--- src/rtl/regfile_write_sequencer.sv ---
`default_nettype none
// ============================================================================
// Module   : regfile_write_sequencer
// Purpose  : Arbitrates the register-file write port between pipeline
//            writeback (A) and a FIFO-buffered multi-cycle unit (B). After
//            reset it clears every register before accepting writes.
// Revision : 1.0
// ============================================================================
module regfile_write_sequencer #(
    parameter int WORD_LEN      = 32,
    parameter int ADDR_LEN      = 4,
    parameter int REG_FILE_SIZE = 16,
    parameter int FIFO_DEPTH    = 4,
    parameter int ZERO_REG_EN   = 1
) (
    input  logic                clk,
    input  logic                rst,
    input  logic                a_we,
    input  logic [ADDR_LEN-1:0] a_addr,
    input  logic [WORD_LEN-1:0] a_data,
    input  logic                b_valid,
    output logic                b_ready,
    input  logic [ADDR_LEN-1:0] b_addr,
    input  logic [WORD_LEN-1:0] b_data,
    input  logic [ADDR_LEN-1:0] q_addr,
    output logic                q_pending,
    output logic                busy,
    output logic                rf_we,
    output logic [ADDR_LEN-1:0] rf_addr,
    output logic [WORD_LEN-1:0] rf_data
);

    localparam int c_ptr_w = (FIFO_DEPTH > 1) ? $clog2(FIFO_DEPTH) : 1;
    localparam int c_cnt_w = c_ptr_w + 1;
    localparam logic [ADDR_LEN-1:0] c_clr_last = ADDR_LEN'(REG_FILE_SIZE - 1);
    localparam logic [c_cnt_w-1:0]  c_full_cnt = c_cnt_w'(FIFO_DEPTH);

    typedef enum logic [0:0] {
        ST_CLEAR = 1'b0,
        ST_RUN   = 1'b1
    } state_t;

    state_t                 state_q;
    logic [ADDR_LEN-1:0]    clr_cnt_q;
    logic                   busy_q;
    logic                   rf_we_q;
    logic [ADDR_LEN-1:0]    rf_addr_q;
    logic [WORD_LEN-1:0]    rf_data_q;

    logic [ADDR_LEN-1:0]    fifo_addr_q [FIFO_DEPTH];
    logic [WORD_LEN-1:0]    fifo_data_q [FIFO_DEPTH];
    logic [FIFO_DEPTH-1:0]  valid_q;
    logic [FIFO_DEPTH-1:0]  stale_q;
    logic [c_ptr_w-1:0]     wr_ptr_q;
    logic [c_ptr_w-1:0]     rd_ptr_q;
    logic [c_cnt_w-1:0]     count_q;
    logic [c_cnt_w-1:0]     count_d;

    logic w_run;
    logic w_empty;
    logic w_push;
    logic w_pop;
    logic w_a_zero;
    logic w_head_zero;

    assign w_run       = (state_q == ST_RUN);
    assign w_empty     = (count_q == '0);
    assign b_ready     = w_run && (count_q != c_full_cnt);
    assign w_push      = b_valid && b_ready;
    // Port A always wins; the FIFO only drains on cycles A leaves free.
    assign w_pop       = w_run && !a_we && !w_empty;
    assign w_a_zero    = (ZERO_REG_EN != 0) && (a_addr == '0);
    assign w_head_zero = (ZERO_REG_EN != 0) && (fifo_addr_q[rd_ptr_q] == '0);
    assign count_d     = count_q + c_cnt_w'(w_push) - c_cnt_w'(w_pop);

    assign busy    = busy_q;
    assign rf_we   = rf_we_q;
    assign rf_addr = rf_addr_q;
    assign rf_data = rf_data_q;

    always_comb begin
        q_pending = 1'b0;
        for (int i = 0; i < FIFO_DEPTH; i++) begin
            if (valid_q[i] && !stale_q[i] && (fifo_addr_q[i] == q_addr)) begin
                q_pending = 1'b1;
            end
        end
        if ((ZERO_REG_EN != 0) && (q_addr == '0)) begin
            q_pending = 1'b0;
        end
    end

    always_ff @(posedge clk) begin
        if (rst) begin
            state_q   <= ST_CLEAR;
            clr_cnt_q <= '0;
            busy_q    <= 1'b1;
            rf_we_q   <= 1'b0;
            rf_addr_q <= '0;
            rf_data_q <= '0;
            valid_q   <= '0;
            stale_q   <= '0;
            wr_ptr_q  <= '0;
            rd_ptr_q  <= '0;
            count_q   <= '0;
        end else begin
            // busy falls one cycle after the last clear write is presented
            busy_q <= (state_q == ST_CLEAR);
            case (state_q)
                ST_CLEAR: begin
                    rf_we_q   <= 1'b1;
                    rf_addr_q <= clr_cnt_q;
                    rf_data_q <= '0;
                    clr_cnt_q <= clr_cnt_q + ADDR_LEN'(1);
                    if (clr_cnt_q == c_clr_last) begin
                        state_q <= ST_RUN;
                    end
                end
                default: begin
                    if (a_we) begin
                        rf_we_q   <= !w_a_zero;
                        rf_addr_q <= a_addr;
                        rf_data_q <= a_data;
                        // A is younger than everything queued: older B writes to the same register are dead
                        if (!w_a_zero) begin
                            for (int i = 0; i < FIFO_DEPTH; i++) begin
                                if (valid_q[i] && (fifo_addr_q[i] == a_addr)) begin
                                    stale_q[i] <= 1'b1;
                                end
                            end
                        end
                    end else if (!w_empty) begin
                        rf_we_q   <= !stale_q[rd_ptr_q] && !w_head_zero;
                        rf_addr_q <= fifo_addr_q[rd_ptr_q];
                        rf_data_q <= fifo_data_q[rd_ptr_q];
                        valid_q[rd_ptr_q] <= 1'b0;
                        stale_q[rd_ptr_q] <= 1'b0;
                        rd_ptr_q  <= rd_ptr_q + c_ptr_w'(1);
                    end else begin
                        rf_we_q <= 1'b0;
                    end
                    if (w_push) begin
                        fifo_addr_q[wr_ptr_q] <= b_addr;
                        fifo_data_q[wr_ptr_q] <= b_data;
                        valid_q[wr_ptr_q]     <= 1'b1;
                        stale_q[wr_ptr_q]     <= 1'b0;
                        wr_ptr_q              <= wr_ptr_q + c_ptr_w'(1);
                    end
                    count_q <= count_d;
                end
            endcase
        end
    end

endmodule
`default_nettype wire

--- config.mk ---
export PLATFORM = sky130hd
export DESIGN_NAME = regfile_write_sequencer
export DESIGN_NICKNAME = d
export VERILOG_FILES = /design/src/rtl/regfile_write_sequencer.sv
export SDC_FILE = /design/constraint.sdc
export NUM_CORES = 1
export LEC_CHECK = 0
export BUFFER_PORTS_ARGS = -buffer_cell sky130_fd_sc_hd__clkbuf_2
export CORE_MARGIN = 5
export CORE_UTILIZATION = 57
export DETAILED_ROUTE_END_ITERATION = 12
export MAX_ROUTING_LAYER = met4
export PLACE_DENSITY = 0.79
export SLEW_MARGIN = 40
export SYNTH_ARGS = -nofsm -noshare
export SYNTH_HDL_FRONTEND = slang
export SYNTH_SLANG_ARGS = --single-unit
--- constraint.sdc ---
create_clock -name clk -period 5.3 [get_ports clk]
set_input_delay 0.795 -clock clk [delete_from_list [all_inputs] [get_ports clk]]
set_output_delay 0.795 -clock clk [all_outputs]
set_load 0.02 [all_outputs]
Yosys cells after proc, flatten, opt, wreduce, memory -nomap -nowiden:

Memories as Yosys holds them, arrays and structs flattened. A register that Yosys moved wholly into a read port is not among the register bits.
Cells that the tools add are included.

* flip-flop bits (word level): 58
* RAM bits: 144
* output and inout port bits: 40
* word-level logic and storage cells: 122
* memories: 2

* $add $sub $neg: 5
* magnitude comparators: 4
* eq/ne operators: 12
* multiplexer cells: 44
* bitwise logic cells: 9
* reductions and logical operators: 35

Memories
* fifo_data_q: depth 4, width 32, read ports 1, clocked after memory_dff 1, write ports 1, RTL line 51 `logic [WORD_LEN-1:0] fifo_data_q [FIFO_DEPTH];`
* fifo_addr_q: depth 4, width 4, read ports 5, clocked after memory_dff 1, write ports 1, RTL line 50 `logic [ADDR_LEN-1:0] fifo_addr_q [FIFO_DEPTH];`

Operators by type and width (number)
* 32-bit two-way mux: 2
* 4-bit two-way mux: 14
* 4-bit == test: 8
* 1-bit two-way mux: 21
* 1-bit logical AND: 19
* 4-bit bitwise AND: 3
* 4-bit logical NOT: 3
* 1-bit logical NOT: 9
* 2-bit two-way mux: 4
* 4-bit inverter: 2
* 2-bit by 3-bit less-than comparator with 1-bit output (second input constant): 2
* 3-bit inequality test (second input constant): 2
* 2-bit by 1-bit adder with 2-bit output (second input constant): 2
* 4-bit by 1-bit adder with 4-bit output (second input constant): 1
* 1-bit demux with 2-bit select: 2
* 4-bit == test (second input constant): 1
* 2-bit by 1-bit >= comparator with 1-bit output (second input constant): 2
* 4-bit OR: 1
* 3-bit by 1-bit adder with 3-bit output: 1
* 3-bit logical NOT: 1
* 1-bit inverter: 3
* 3-bit AND reduction: 1
* 3-bit by 1-bit subtractor with 3-bit output: 1
* 1-bit binary-select mux with 2-bit select: 1
* 3 further kinds: 3

Longest topological paths before layout:

Gate-level depths: netlist of run 1.

* depth after elaboration: 12
* mapped depth: 14
* gate-level depth less buffers: 13

Least setup slack after synthesis of run 1:

OpenSTA, ideal clock, no wires.

* kind: input port to flip-flop
* start: in b_valid
* end: mem fifo_addr_q[3][0] (enable)
* library setup time: 0.482 ns
* arrival: 3.932 ns
* slack: 0.886 ns
* cell stages on the path: 4
* buffers on the path: 1
* cells stage by stage: and3_1 > clkbuf_1 > inv_1 > nor3b_1

* longest elaborated chain between the ends: 5

RTL lines
* start: declaration: RTL line 21 `input logic b_valid,`
* 1-bit logical AND: RTL line 69 `assign w_push = b_valid && b_ready;`
* 1-bit two-way mux: RTL line 142 `if (w_push) begin`
* 1-bit two-way mux: RTL line 109 `case (state_q)`
* 1-bit two-way mux: RTL line 94 `if (rst) begin`
* 1-bit two-way mux (implied by the code): RTL line 143 `fifo_addr_q[wr_ptr_q] <= b_addr;`
* end: declaration: RTL line 50

No other way between the ends.

Final worst setup path of run 1:

* start: reg count_q[1]
* end: reg count_q[2]

* longest elaborated chain between the ends: 5

RTL lines
* start: declaration: RTL line 56 `logic [c_cnt_w-1:0] count_q;`
* start signal: assignment: RTL line 149 `count_q <= count_d;`
* 3-bit inequality test: RTL line 68 `assign b_ready = w_run && (count_q != c_full_cnt);`
* 1-bit logical AND: RTL line 68
* 1-bit logical AND: RTL line 69
* 3-bit by 1-bit adder with 3-bit output: RTL line 74 `assign count_d = count_q + c_cnt_w'(w_push) - c_cnt_w'(w_pop);`
* 3-bit by 1-bit subtractor with 3-bit output *: RTL line 74

Every way passes the cells marked *; elsewhere a longest branch is shown, timed or not.
A chain may end at the register's enable or synchronous reset.

==> results of run 1 <==
## placed cells by master (no fill, tap or decap), drive strengths merged, types with 4 or more instances in the layout
master | netlist | layout
nor3b | 4 | 4
inv | 18 | 19
nand3 | 6 | 6
dfxtp | 60 | 60
nor4 | 6 | 6
xor2 | 22 | 22
o22a | 4 | 4
mux4 | 37 | 37
a21oi | 11 | 11
edfxtp | 144 | 144
mux2i | 37 | 37
buf | 26 | 9
xnor2 | 14 | 14
nor2 | 58 | 58
ha | 11 | 11
clkinv | 0 | 8
clkbuf | 14 | 146
a211oi | 37 | 37
nand2 | 15 | 15
o21ai | 10 | 10
## how the worst min path moves through the flow
stage	to	slack, ps	from
2_1_floorplan	rf_addr[2]	460	clr_cnt_q[2]
3_5_place_dp	rf_addr[2]	480	clr_cnt_q[2]
5_1_grt	fifo_data_q[2][4]	510	b_data[4]
6_report	rf_addr[2]	490	clr_cnt_q[2]
3_3_place_gp	rf_addr[2]	480	clr_cnt_q[2]
4_1_cts	rf_addr[2]	490	clr_cnt_q[2]
## state kept, by name, indices dropped and copies added (netlist names), 2 cells and up, named ones only
| name | count |
|---|---|
| count_q | 3 |
| wr_ptr_q | 2 |
| fifo_data_q | 128 |
| valid_q | 4 |
| rd_ptr_q | 2 |
| rf_data | 32 |
| rf_addr | 4 |
| stale_q | 4 |
| clr_cnt_q | 4 |
| fifo_addr_q | 16 |
## worst reg2reg max path, stage by stage (launching register included)
cell and delay [ps]:
sky130_fd_sc_hd__dfxtp_1 470, sky130_fd_sc_hd__nor2_1 70, sky130_fd_sc_hd__nand2_1 140, sky130_fd_sc_hd__and3_1 500, sky130_fd_sc_hd__inv_1 270, sky130_fd_sc_hd__ha_1 350, sky130_fd_sc_hd__inv_1 60, sky130_fd_sc_hd__ha_1 120
sky130_fd_sc_hd__inv_1 40, sky130_fd_sc_hd__fa_1 400, sky130_fd_sc_hd__xor2_1 210, sky130_fd_sc_hd__nand2_1 100, sky130_fd_sc_hd__xor2_1 140, sky130_fd_sc_hd__nor2_1 60
## where the power goes
group	internal, µW	switching (µW)
logic	48.2	70.6
registers	1710	3.00
clock network	880	575
total	2630	648
## through the flow
step / hold WS (ps) / cell area (µm²) / utilization / std cells
final: 487 / 9990 / 0.682 / 871
after global routing: 507 / 9990 / 0.682 / 871
after CTS: 494 / 9970 / 0.681 / 870
after detailed placement: 477 / 9280 / 0.634 / 832
after global placement: 481 / 9270 / 0.633 / 832
after floorplan: 456 / 8590 / - / 561
## kinds of logic (layout without fill, tap and decap cells)
| family | count (synthesis) | in the layout | synth area share |
|---|---|---|---|
| buf+inv | 58 | 184 | 0.0347 |
| mux | 74 | 74 | 0.140 |
| compound gates | 73 | 73 | 0.0704 |
| simple gates | 104 | 104 | 0.0565 |
| xor+xnor | 36 | 36 | 0.0367 |
| flops | 204 | 204 | 0.643 |
| fa+ha+maj | 12 | 12 | 0.0184 |
## metal layers
metal	routed length, µm	vias up
met3	1280	46
met5	0	-
met2	9040	212
met4	501	0
li1	-	2347
met1	7160	2537
## synth_stat cells, types with 3 or more instances
cell type,count
sky130_fd_sc_hd__nor2_1,58
sky130_fd_sc_hd__nand2_1,15
sky130_fd_sc_hd__o21ai_0,10
sky130_fd_sc_hd__nand3_1,6
sky130_fd_sc_hd__ha_1,11
sky130_fd_sc_hd__a21oi_1,11
sky130_fd_sc_hd__a211oi_1,17
sky130_fd_sc_hd__mux2i_1,37
sky130_fd_sc_hd__inv_1,18
sky130_fd_sc_hd__edfxtp_1,144
sky130_fd_sc_hd__dfxtp_1,60
sky130_fd_sc_hd__o22a_1,4
sky130_fd_sc_hd__a31oi_1,3
sky130_fd_sc_hd__a211oi_2,20
sky130_fd_sc_hd__buf_2,16
sky130_fd_sc_hd__xnor2_1,14
sky130_fd_sc_hd__nor4_1,5
sky130_fd_sc_hd__nor3b_1,4
sky130_fd_sc_hd__buf_4,4
sky130_fd_sc_hd__nand2b_1,3
sky130_fd_sc_hd__buf_6,3
sky130_fd_sc_hd__mux4_2,37
sky130_fd_sc_hd__clkbuf_1,14
sky130_fd_sc_hd__xor2_1,22
## final cells by class
type,instances,area (µm²)
Clock buffer,27,588
Sequential cell,204,5530
Inverter,18,67.6
Timing Repair Buffer,128,676
Clock inverter,11,106
Fill cell,962,4650
Tap cell,184,230
Multi-Input combinational cell,299,2790
==> impl_summary.txt, run 1 <==
----------------------------------------------------
[Layout]
  Area growth syn-to-layout ... 16.3%
  Ratio of cells with drive above 1 in the final layout ... 0.332
  Number of antenna cells inserted ... 0
  Nets ... 764

[Floorplanning]
  Chip width ... 133 µm
  Die area ... 17600 µm²
  Number of primary I/O pins ... 120
  Row cnt ... 44
  Vertical die dimension ... 133 µm
  Core footprint ... 14600 µm²
  Initial Util ... 0.587

[Yosys]
  Number of different library cells in the post-synthesis netlist ... 43
  Number of warnings issued by yosys ... 0
  Top cells by area, synth ... sky130_fd_sc_hd__edfxtp_1, sky130_fd_sc_hd__dfxtp_1, sky130_fd_sc_hd__mux4_2, sky130_fd_sc_hd__mux2i_1, sky130_fd_sc_hd__a211oi_2
  Average cell area after synthesis ... 15.3 µm²
  Share of flip-flops with an asynchronous set or reset after synthesis ... 0
  Cells after Synth ... 561
  Area fraction of the dominant cell type after synthesis ... 0.503
  Library cell with the largest summed area after synthesis ... sky130_fd_sc_hd__edfxtp_1
  Most frequently used flop master after synthesis ... sky130_fd_sc_hd__edfxtp_1
  Share of synthesized area occupied by flip-flops and latches ... 0.643
  Post-Syn Area ... 8590 µm²
  EDFF count, synth ... 144
  Number of storage elements in the synthesis netlist ... 204
  Nets in the synthesized netlist ... 653

[GRT]
  Most Crowded Layer GR ... met2
  Met3 Usage GRT ... 0.0433
  Number of global-route vias before repair ... 5389
  Met1 layer usage reported by global route ... 0.269
  Initial antenna violation count ... 0
  Global-route wire length before repair ... 28900 µm
  Overall overflow remaining after global route ... 0
  Global-route usage over all layers ... 0.212
  Largest net degree at the start of global routing ... 71
  GR Layer Usage met2 ... 0.347

[Route]
  Vias ... 5142
  Aggregate routed wire length ... 18000 µm
  Routed WL per cell ... 20.6 µm
  Via density per instance ... 5.90
  Count of TritonRoute iterations in the first routing pass ... 5
  Antenna violation net count after detailed routing ... 0
  DRC violation count after routing ... 0
  Initial DRC Count ... 409

[Pwr]
  Peak VDD IR ... 0.280 mV
  PD cells ... 329 nW/µm²
  Static leakage ... 0.00369 µW
  Total power ... 3280 µW

[Worst setup path]
  Critical Path Sink ... count_q[2]
  Peak fanout along the critical path ... 15
  Crit path from ... count_q[1]
  R2R cell count ... 13
  Category of the most critical setup path ... reg -> reg
  Worst-path cell with the longest stage delay ... sky130_fd_sc_hd__and3_1
  Crit path depth ... 13
  R2R setup slack ... 2230 ps
  Dominant delay contributor by cell family on the critical path ... adder cells
  Highest cell delay on the worst timing path ... 500 ps
  Endpoint required time on the critical path ... 5640 ps
  Reg2Reg Launch Point ... count_q[1]
  Endpoint arrival time on the critical path ... 3410 ps
  Endpoint kind of the worst setup timing path ... register
  End of the worst register-to-register path ... count_q[2]
  Category of the worst setup path launch point ... register
  Most frequent cell on the critical path ... sky130_fd_sc_hd__inv_1
  Crit path buffers/inverters ... 3
  Cell-by-cell listing of the critical path ... nor2_1 -> nand2_1 -> and3_1 -> inv_1 -> ha_1 -> inv_1 -> ha_1 -> inv_1 -> fa_1 -> xor2_1 -> nand2_1 -> xor2_1 -> nor2_1

[STA]
  Final clock skew ... 6.94 ps
  Final Slew Violations ... 0
  Rel. slew slack ... 0.498
  Shortest clock period the worst path allows after layout ... 3070 ps
  Setup repair after global routing missed its margin ... no
  Final setup violation count ... 0
  Period Utilization, post-route ... 0.579
  Highest Clock Rate ... 326 MHz
  Number of hold-slack violations in the final timing report ... 0
  Final worst slack ... 2230 ps
  Slew at the pin with the worst max-slew slack ... 753 ps
  Final sum of negative setup slack ... 0 ps

[Clock network]
  CTS root buf ... sky130_fd_sc_hd__clkbuf_16
  Worst-case clock buffer depth ... 3
  Later-pin clock latency in the skew report ... 490 ps
  # resized after CTS ... 0
  Clock transition at the register clock pins on the worst setup and hold paths after CTS ... 60 ps
  Number of hold buffers added after cts ... 0
  Clock buffer count from CTS ... 21
  Post-CTS setup buffer count ... 0
  Max H-tree Level ... 1
  Clock sink count ... 204
  TritonCTS clock tree ... yes

[Job]
  Number of max-capacitance violations reported ... 0

[Worst hold path]
  Path type of the worst min-delay path ... reg -> reg
  Hold Path Cell Cnt ... 2

[Placed design]
  Post-place setup slack ... 2120 ps
  Post-DP HPWL ... 11400 µm
  Gp weighted congestion ... 0.853
  Total of buffers placed on input and output ports ... 119

[Status]
  Result of the run ... complete, no violations

----------------------------------------------------
No activity file was read; power rests on OpenSTA's default activity.
==> run 2: changes to the inputs <==
==> constraint.sdc (replaced) <==
create_clock -name clk -period 3 [get_ports clk]
set_input_delay 0.45 -clock clk [delete_from_list [all_inputs] [get_ports clk]]
set_output_delay 0.45 -clock clk [all_outputs]
set_load 0.02 [all_outputs]
==> run 2 against run 1 <==
  * Sequential power up 77%
  * Via count fell by 0.60%
  * Highest routed layer unchanged
  * Worst setup slack got worse by 1800 ps
  * Critical path depth decreased by 7
  * Clock power up 68%
  * Hold slack got worse by 310 ps
==> impl_summary.txt, run 2 (synthesis gave the netlist of run 1 again) <==
----------------------------------------------------
[Worst setup path]
  Category of the most critical setup path ... reg -> out (was reg -> reg)
  Cell-by-cell listing of the critical path ... xnor2_1 -> nand3_1 -> nor4b_1 -> nor2_1 -> a31oi_1 -> clkbuf_2 (was nor2_1 -> nand2_1 -> and3_1 -> inv_1 -> ha_1 -> inv_1 -> ha_1 -> inv_1 -> fa_1 -> xor2_1 -> nand2_1 -> xor2_1 -> nor2_1)
  Endpoint kind of the worst setup timing path ... output port (was register)
  Peak fanout along the critical path ... 3 (was 15)
  Endpoint arrival time on the critical path ... 2080 ps (was 3410 ps)
  Worst-path cell with the longest stage delay ... sky130_fd_sc_hd__edfxtp_1 (was sky130_fd_sc_hd__and3_1)
  Endpoint required time on the critical path ... 2550 ps (was 5640 ps)
  Category of the worst setup path launch point ... register (unchanged)
  Highest cell delay on the worst timing path ... 450 ps (was 500 ps)

[STA]
  Final clock skew ... 8.54 ps (was 6.94 ps)
  Hold Worst Slack ... 181 ps (was 487 ps)
  Final Slew Violations ... 0 (unchanged)
  Shortest clock period the worst path allows after layout ... 2530 ps
  Rel. slew slack ... 0.502 (was 0.498)
  Final sum of negative setup slack ... 0 ps (unchanged)
  Setup repair after global routing missed its margin ... no (unchanged)
  Final setup violation count ... 0 (unchanged)
  Number of hold-slack violations in the final timing report ... 0 (unchanged)
  Slew at the pin with the worst max-slew slack ... 747 ps (was 753 ps)
  Period Utilization, post-route ... 0.843
  Highest Clock Rate ... 395 MHz

[Layout]
  Most common cell after layout, fill and taps aside ... sky130_fd_sc_hd__edfxtp_1 (unchanged)
  Largest Register ... fifo_data_q (unchanged)
  Commonest cells after routing, fill and taps aside ... sky130_fd_sc_hd__edfxtp_1, sky130_fd_sc_hd__clkbuf_2, sky130_fd_sc_hd__nor2_1, sky130_fd_sc_hd__dfxtp_1 (unchanged)
  Ratio of cells with drive above 1 in the final layout ... 0.329 (was 0.332)
  Nets ... 772 (was 764)
  Area growth syn-to-layout ... 16.4% (was 16.3%)
  Number of antenna cells inserted ... 0 (unchanged)
  Number of flip-flops under the largest register name ... 128 (unchanged)
  Final-layout fill cell count ... 1017 (was 962)

[Clock network]
  # resized after CTS ... 0 (unchanged)
  TritonCTS clock tree ... yes (unchanged)
  CTS root buf ... sky130_fd_sc_hd__clkbuf_16 (unchanged)
  Max H-tree Level ... 1 (unchanged)
  Post-CTS setup buffer count ... 0 (unchanged)
  Number of hold buffers added after cts ... 0 (unchanged)
  Clock transition at the register clock pins on the worst setup and hold paths after CTS ... 60 ps (about the same)
  Later-pin clock latency in the skew report ... 490 ps (about the same)
  Worst-case clock buffer depth ... 3 (unchanged)
  Clock sink count ... 204 (unchanged)
  Clock buffer count from CTS ... 21 (unchanged)

[Route]
  DRC violation count after routing ... 0 (unchanged)
  Aggregate routed wire length ... 18200 µm (was 18000 µm)
  Count of TritonRoute iterations in the first routing pass ... 5 (unchanged)
  Antenna violation net count after detailed routing ... 0 (unchanged)
  Via density per instance ... 5.82 (was 5.90)
  Vias ... 5111 (was 5142)
  Routed WL per cell ... 20.7 µm (was 20.6 µm)
  Initial DRC Count ... 381 (was 409)

[Floorplanning]
  Chip width ... 133 µm (unchanged)
  Initial Util ... 0.587 (unchanged)
  Number of primary I/O pins ... 120 (unchanged)
  Vertical die dimension ... 133 µm (unchanged)
  Core footprint ... 14600 µm² (unchanged)
  Die area ... 17600 µm² (unchanged)
  Row cnt ... 44 (unchanged)

[Placed design]
  Post-DP HPWL ... 12200 µm (was 11400 µm)
  Total of buffers placed on input and output ports ... 119 (unchanged)
  Gp weighted congestion ... 0.861 (was 0.853)

[Pwr]
  Sequential fraction of design power ... 0.534 (was 0.521)
  Peak VDD IR ... 0.510 mV (was 0.280 mV)
  Power share of the clock group ... 0.429 (was 0.443)
  Sw Ratio ... 0.201 (was 0.198)
  Static leakage ... 0.00370 µW (was 0.00369 µW)
  Internal cell power ... 4520 µW (was 2630 µW)
  Share of total power in combinational logic ... 0.037 (was 0.036)
  PD cells ... 566 nW/µm² (was 329 nW/µm²)
  Switching power summed over all nets ... 1140 µW (was 648 µW)

[GRT]
  Global-route usage over all layers ... 0.215 (was 0.212)
  Overall overflow remaining after global route ... 0 (unchanged)
  Largest net degree at the start of global routing ... 71 (unchanged)
  Initial antenna violation count ... 0 (unchanged)
  Number of global-route vias before repair ... 5378 (was 5389)
  Global-route wire length before repair ... 29000 µm (was 28900 µm)

[Status]
  Result of the run ... complete, no violations (unchanged)

[Worst hold path]
  Path type of the worst min-delay path ... in -> reg (was reg -> reg)

[Job]
  Number of max-capacitance violations reported ... 0 (unchanged)

----------------------------------------------------
-- run 2: through the flow --
stage	cell area [µm²]	power (µW)	instances	setup WS, ps	utilization
after floorplan	8590	3200	561	-1150	-
after global placement	9340	3280	840	741	0.638
after detailed placement	9340	3290	840	611	0.638
after CTS	9980	5700	877	440	0.681
after global routing	10000	5850	878	340	0.683
final	10000	5660	878	471	0.683
-- run 2: worst paths after layout --
check	from	to	slack, ps	cells after the start
min reg2reg	clr_cnt_q[0]	rf_addr[0]	500	2
max reg2reg	count_q[2]	count_q[2]	560	12
min	b_data[10]	fifo_data_q[3][10]	180	1
max	fifo_addr_q[3][0]	q_pending	470	6
-- run 2: worst max-delay path: cells and delay by family (launching register included) --
kind | cells | cell delay (ps)
and+or+nand+nor | 3 | 560
AOI/OAI and AO/OA | 1 | 200
xor gates and xnor gates | 1 | 190
DFF | 1 | 450
buffers and inverters | 1 | 200
-- run 2: per-layer routing --
metal / track usage / part of all wire / vias up
met1: 0.271 / 0.41 / 2533
met3: 0.0383 / 0.058 / 38
li1: - / - / 2365
met5: - / 0 / -
met2: 0.359 / 0.51 / 175
met4: 0.0635 / 0.026 / 0
-- run 2: cell type report --
class / instances / area, µm² / area share
inverter: 18 / 67.6 / 0.00676
tap: 184 / 230 / 0.0230
clock inverter: 8 / 66.3 / 0.00663
sequential: 204 / 5530 / 0.553
timing repair buffer: 136 / 736 / 0.0736
clock buffer: 29 / 576 / 0.0576
multi-input combinational: 299 / 2800 / 0.280
-- run 2: power by group through the flow --
stage	Sequential [µW]	Combinational (µW)	Clock, µW
after floorplan	3080	120	0
after global placement	3080	197	0
after detailed placement	3080	208	0
after CTS	3020	210	2470
after global routing	3020	230	2600
final	3020	211	2430
==> run 3: changes to the inputs <==
==> constraint.sdc (replaced) <==
create_clock -name clk -period 2.45 [get_ports clk]
set_input_delay 0.3675 -clock clk [delete_from_list [all_inputs] [get_ports clk]]
set_output_delay 0.3675 -clock clk [all_outputs]
set_load 0.02 [all_outputs]
==> run 3 against run 2 <==
  * Die area stayed put
  * Critical endpoint unchanged
  * Clock power increased by 27%
  * Critical path depth is the same
  * Utilization is 1.2 points higher
  * Highest routed layer unchanged
==> impl_summary.txt, run 3 (synthesis gave the netlist of run 1 again) <==
----------------------------------------------------
[Layout]
  Number of flip-flops under the largest register name ... 128 (unchanged)
  Ratio of cells with drive above 1 in the final layout ... 0.353 (was 0.329)
  Post-route cell area ... 10200 µm² (was 10000 µm²)
  Area growth syn-to-layout ... 18.5% (was 16.4%)
  Commonest cells after routing, fill and taps aside ... sky130_fd_sc_hd__edfxtp_1, sky130_fd_sc_hd__clkbuf_2, sky130_fd_sc_hd__nor2_1, sky130_fd_sc_hd__dfxtp_1 (unchanged)
  Number of antenna cells inserted ... 0 (unchanged)
  Most common cell after layout, fill and taps aside ... sky130_fd_sc_hd__edfxtp_1 (unchanged)
  Largest Register ... fifo_data_q (unchanged)
  Nets ... 779 (was 772)

[Route]
  Aggregate routed wire length ... 18200 µm (about the same)
  Initial DRC Count ... 431 (was 381)
  DRC violation count after routing ... 0 (unchanged)
  Antenna violation net count after detailed routing ... 0 (unchanged)
  Routed WL per cell ... 20.5 µm (was 20.7 µm)
  Vias ... 5113 (was 5111)
  Via density per instance ... 5.77 (was 5.82)
  Count of TritonRoute iterations in the first routing pass ... 5 (unchanged)

[STA]
  Final Slew Violations ... 0 (unchanged)
  Final sum of negative setup slack ... 0 ps (unchanged)
  Rel. slew slack ... 0.490 (was 0.502)
  Number of hold-slack violations in the final timing report ... 0 (unchanged)
  Slew at the pin with the worst max-slew slack ... 766 ps (was 747 ps)
  Final clock skew ... 11.9 ps (was 8.54 ps)
  Shortest clock period the worst path allows after layout ... 2390 ps
  Period Utilization, post-route ... 0.976
  Setup repair after global routing missed its margin ... yes (was no)
  Final setup violation count ... 0 (unchanged)
  Highest Clock Rate ... 418 MHz

[Clock network]
  Clock buffer count from CTS ... 21 (unchanged)
  Clock sink count ... 204 (unchanged)
  Number of hold buffers added after cts ... 0 (unchanged)
  Clock transition at the register clock pins on the worst setup and hold paths after CTS ... 60 ps (about the same)
  Worst-case clock buffer depth ... 3 (unchanged)
  Later-pin clock latency in the skew report ... 490 ps (about the same)
  CTS root buf ... sky130_fd_sc_hd__clkbuf_16 (unchanged)
  Max H-tree Level ... 1 (unchanged)
  TritonCTS clock tree ... yes (unchanged)

[Worst setup path]
  Category of the worst setup path launch point ... register (unchanged)
  Category of the most critical setup path ... reg -> out (unchanged)
  Peak fanout along the critical path ... 3 (unchanged)
  Endpoint arrival time on the critical path ... 2020 ps (was 2080 ps)
  Endpoint required time on the critical path ... 2080 ps (was 2550 ps)
  Endpoint kind of the worst setup timing path ... output port (unchanged)

[Pwr]
  Peak VDD IR ... 0.588 mV (was 0.510 mV)
  Static leakage ... 0.00378 µW (was 0.00370 µW)
  PD cells ... 692 nW/µm² (was 566 nW/µm²)

[Floorplanning]
  Number of primary I/O pins ... 120 (unchanged)
  Core footprint ... 14600 µm² (unchanged)
  Initial Util ... 0.587 (unchanged)
  Die area ... 17600 µm² (unchanged)
  Chip width ... 133 µm (unchanged)
  Vertical die dimension ... 133 µm (unchanged)
  Row cnt ... 44 (unchanged)

[GRT]
  Number of global-route vias before repair ... 5463 (was 5378)
  Most Crowded Layer GR ... met2 (unchanged)
  Global-route wire length before repair ... 29000 µm (about the same)
  GR Layer Usage met2 ... 0.359 (about the same)
  Global-route usage over all layers ... 0.214 (was 0.215)
  Met3 Usage GRT ... 0.0357 (was 0.0383)
  Initial antenna violation count ... 0 (unchanged)
  Met1 layer usage reported by global route ... 0.274 (was 0.271)
  Overall overflow remaining after global route ... 0 (unchanged)
  Largest net degree at the start of global routing ... 56 (was 71)

[Placed design]
  Post-DP HPWL ... 12500 µm (was 12200 µm)
  Gp weighted congestion ... 0.963 (was 0.861)
  Total cell area at the placement stage ... 9450 µm² (was 9340 µm²)
  Total of buffers placed on input and output ports ... 119 (unchanged)

[Status]
  Result of the run ... complete, no violations (unchanged)

[Worst hold path]
  Path type of the worst min-delay path ... in -> reg (unchanged)

[Job]
  Number of max-capacitance violations reported ... 0 (unchanged)

----------------------------------------------------
[run 3: report_power, final]
part	internal (µW)	switching, µW	total, µW
clock	1860	1240	3090
combinational	104	155	258
sequential	3690	6.89	3700
[run 3: per-layer routing]
metal	vias to the layer above	wire length [µm]
met2	175	9440
met3	35	1020
met4	0	361
li1	2379	-
met5	-	0
met1	2524	7360
[run 3: final cells by class]
cell class,instances,area [µm²]
clock buffers,28,572
clock inverters,10,105
fillers,977,4460
inverters,18,67.6
multi-input cells,299,2830
flip-flops and latches,204,5530
well taps,184,230
repair buffers,143,841
[run 3: timing repair]
item	4_1_cts	5_1_grt
buffers inserted	0	4
endpoints found under the setup margin	0	2
resized for setup	0	9
[run 3: path summary, 6_finish.rpt]
path | startpoint | endpoint | slack [ps] | cells after the start
setup / recovery | fifo_addr_q[0][3] | q_pending | 60 | 6
hold / removal | b_data[27] | fifo_data_q[1][27] | 100 | 1
setup reg to reg | count_q[0] | count_q[2] | 140 | 12
hold reg to reg | clr_cnt_q[0] | rf_addr[0] | 490 | 2
[run 3: through the flow]
stage / utilization / hold WS (ps) / power [µW] / setup WS (ps) / instances
after global placement: 0.645 / 479 / 4010 / 187 / 844
after floorplan: - / 456 / 3920 / -466 / 561
after detailed placement: 0.645 / 482 / 4030 / 61.2 / 844
after global routing: 0.695 / 79.6 / 7280 / -51.9 / 886
after CTS: 0.691 / 78.2 / 7110 / 34.1 / 882
final: 0.695 / 98.4 / 7050 / 58.1 / 886
[run 3: worst max-delay path, cell delays in order, from the launching register on]
cell and delay [ps]:
sky130_fd_sc_hd__edfxtp_1 460, sky130_fd_sc_hd__xnor2_1 190, sky130_fd_sc_hd__nand3_1 100, sky130_fd_sc_hd__nor4b_2 270, sky130_fd_sc_hd__nor2_1 90, sky130_fd_sc_hd__a31oi_1 250
sky130_fd_sc_hd__buf_4 190
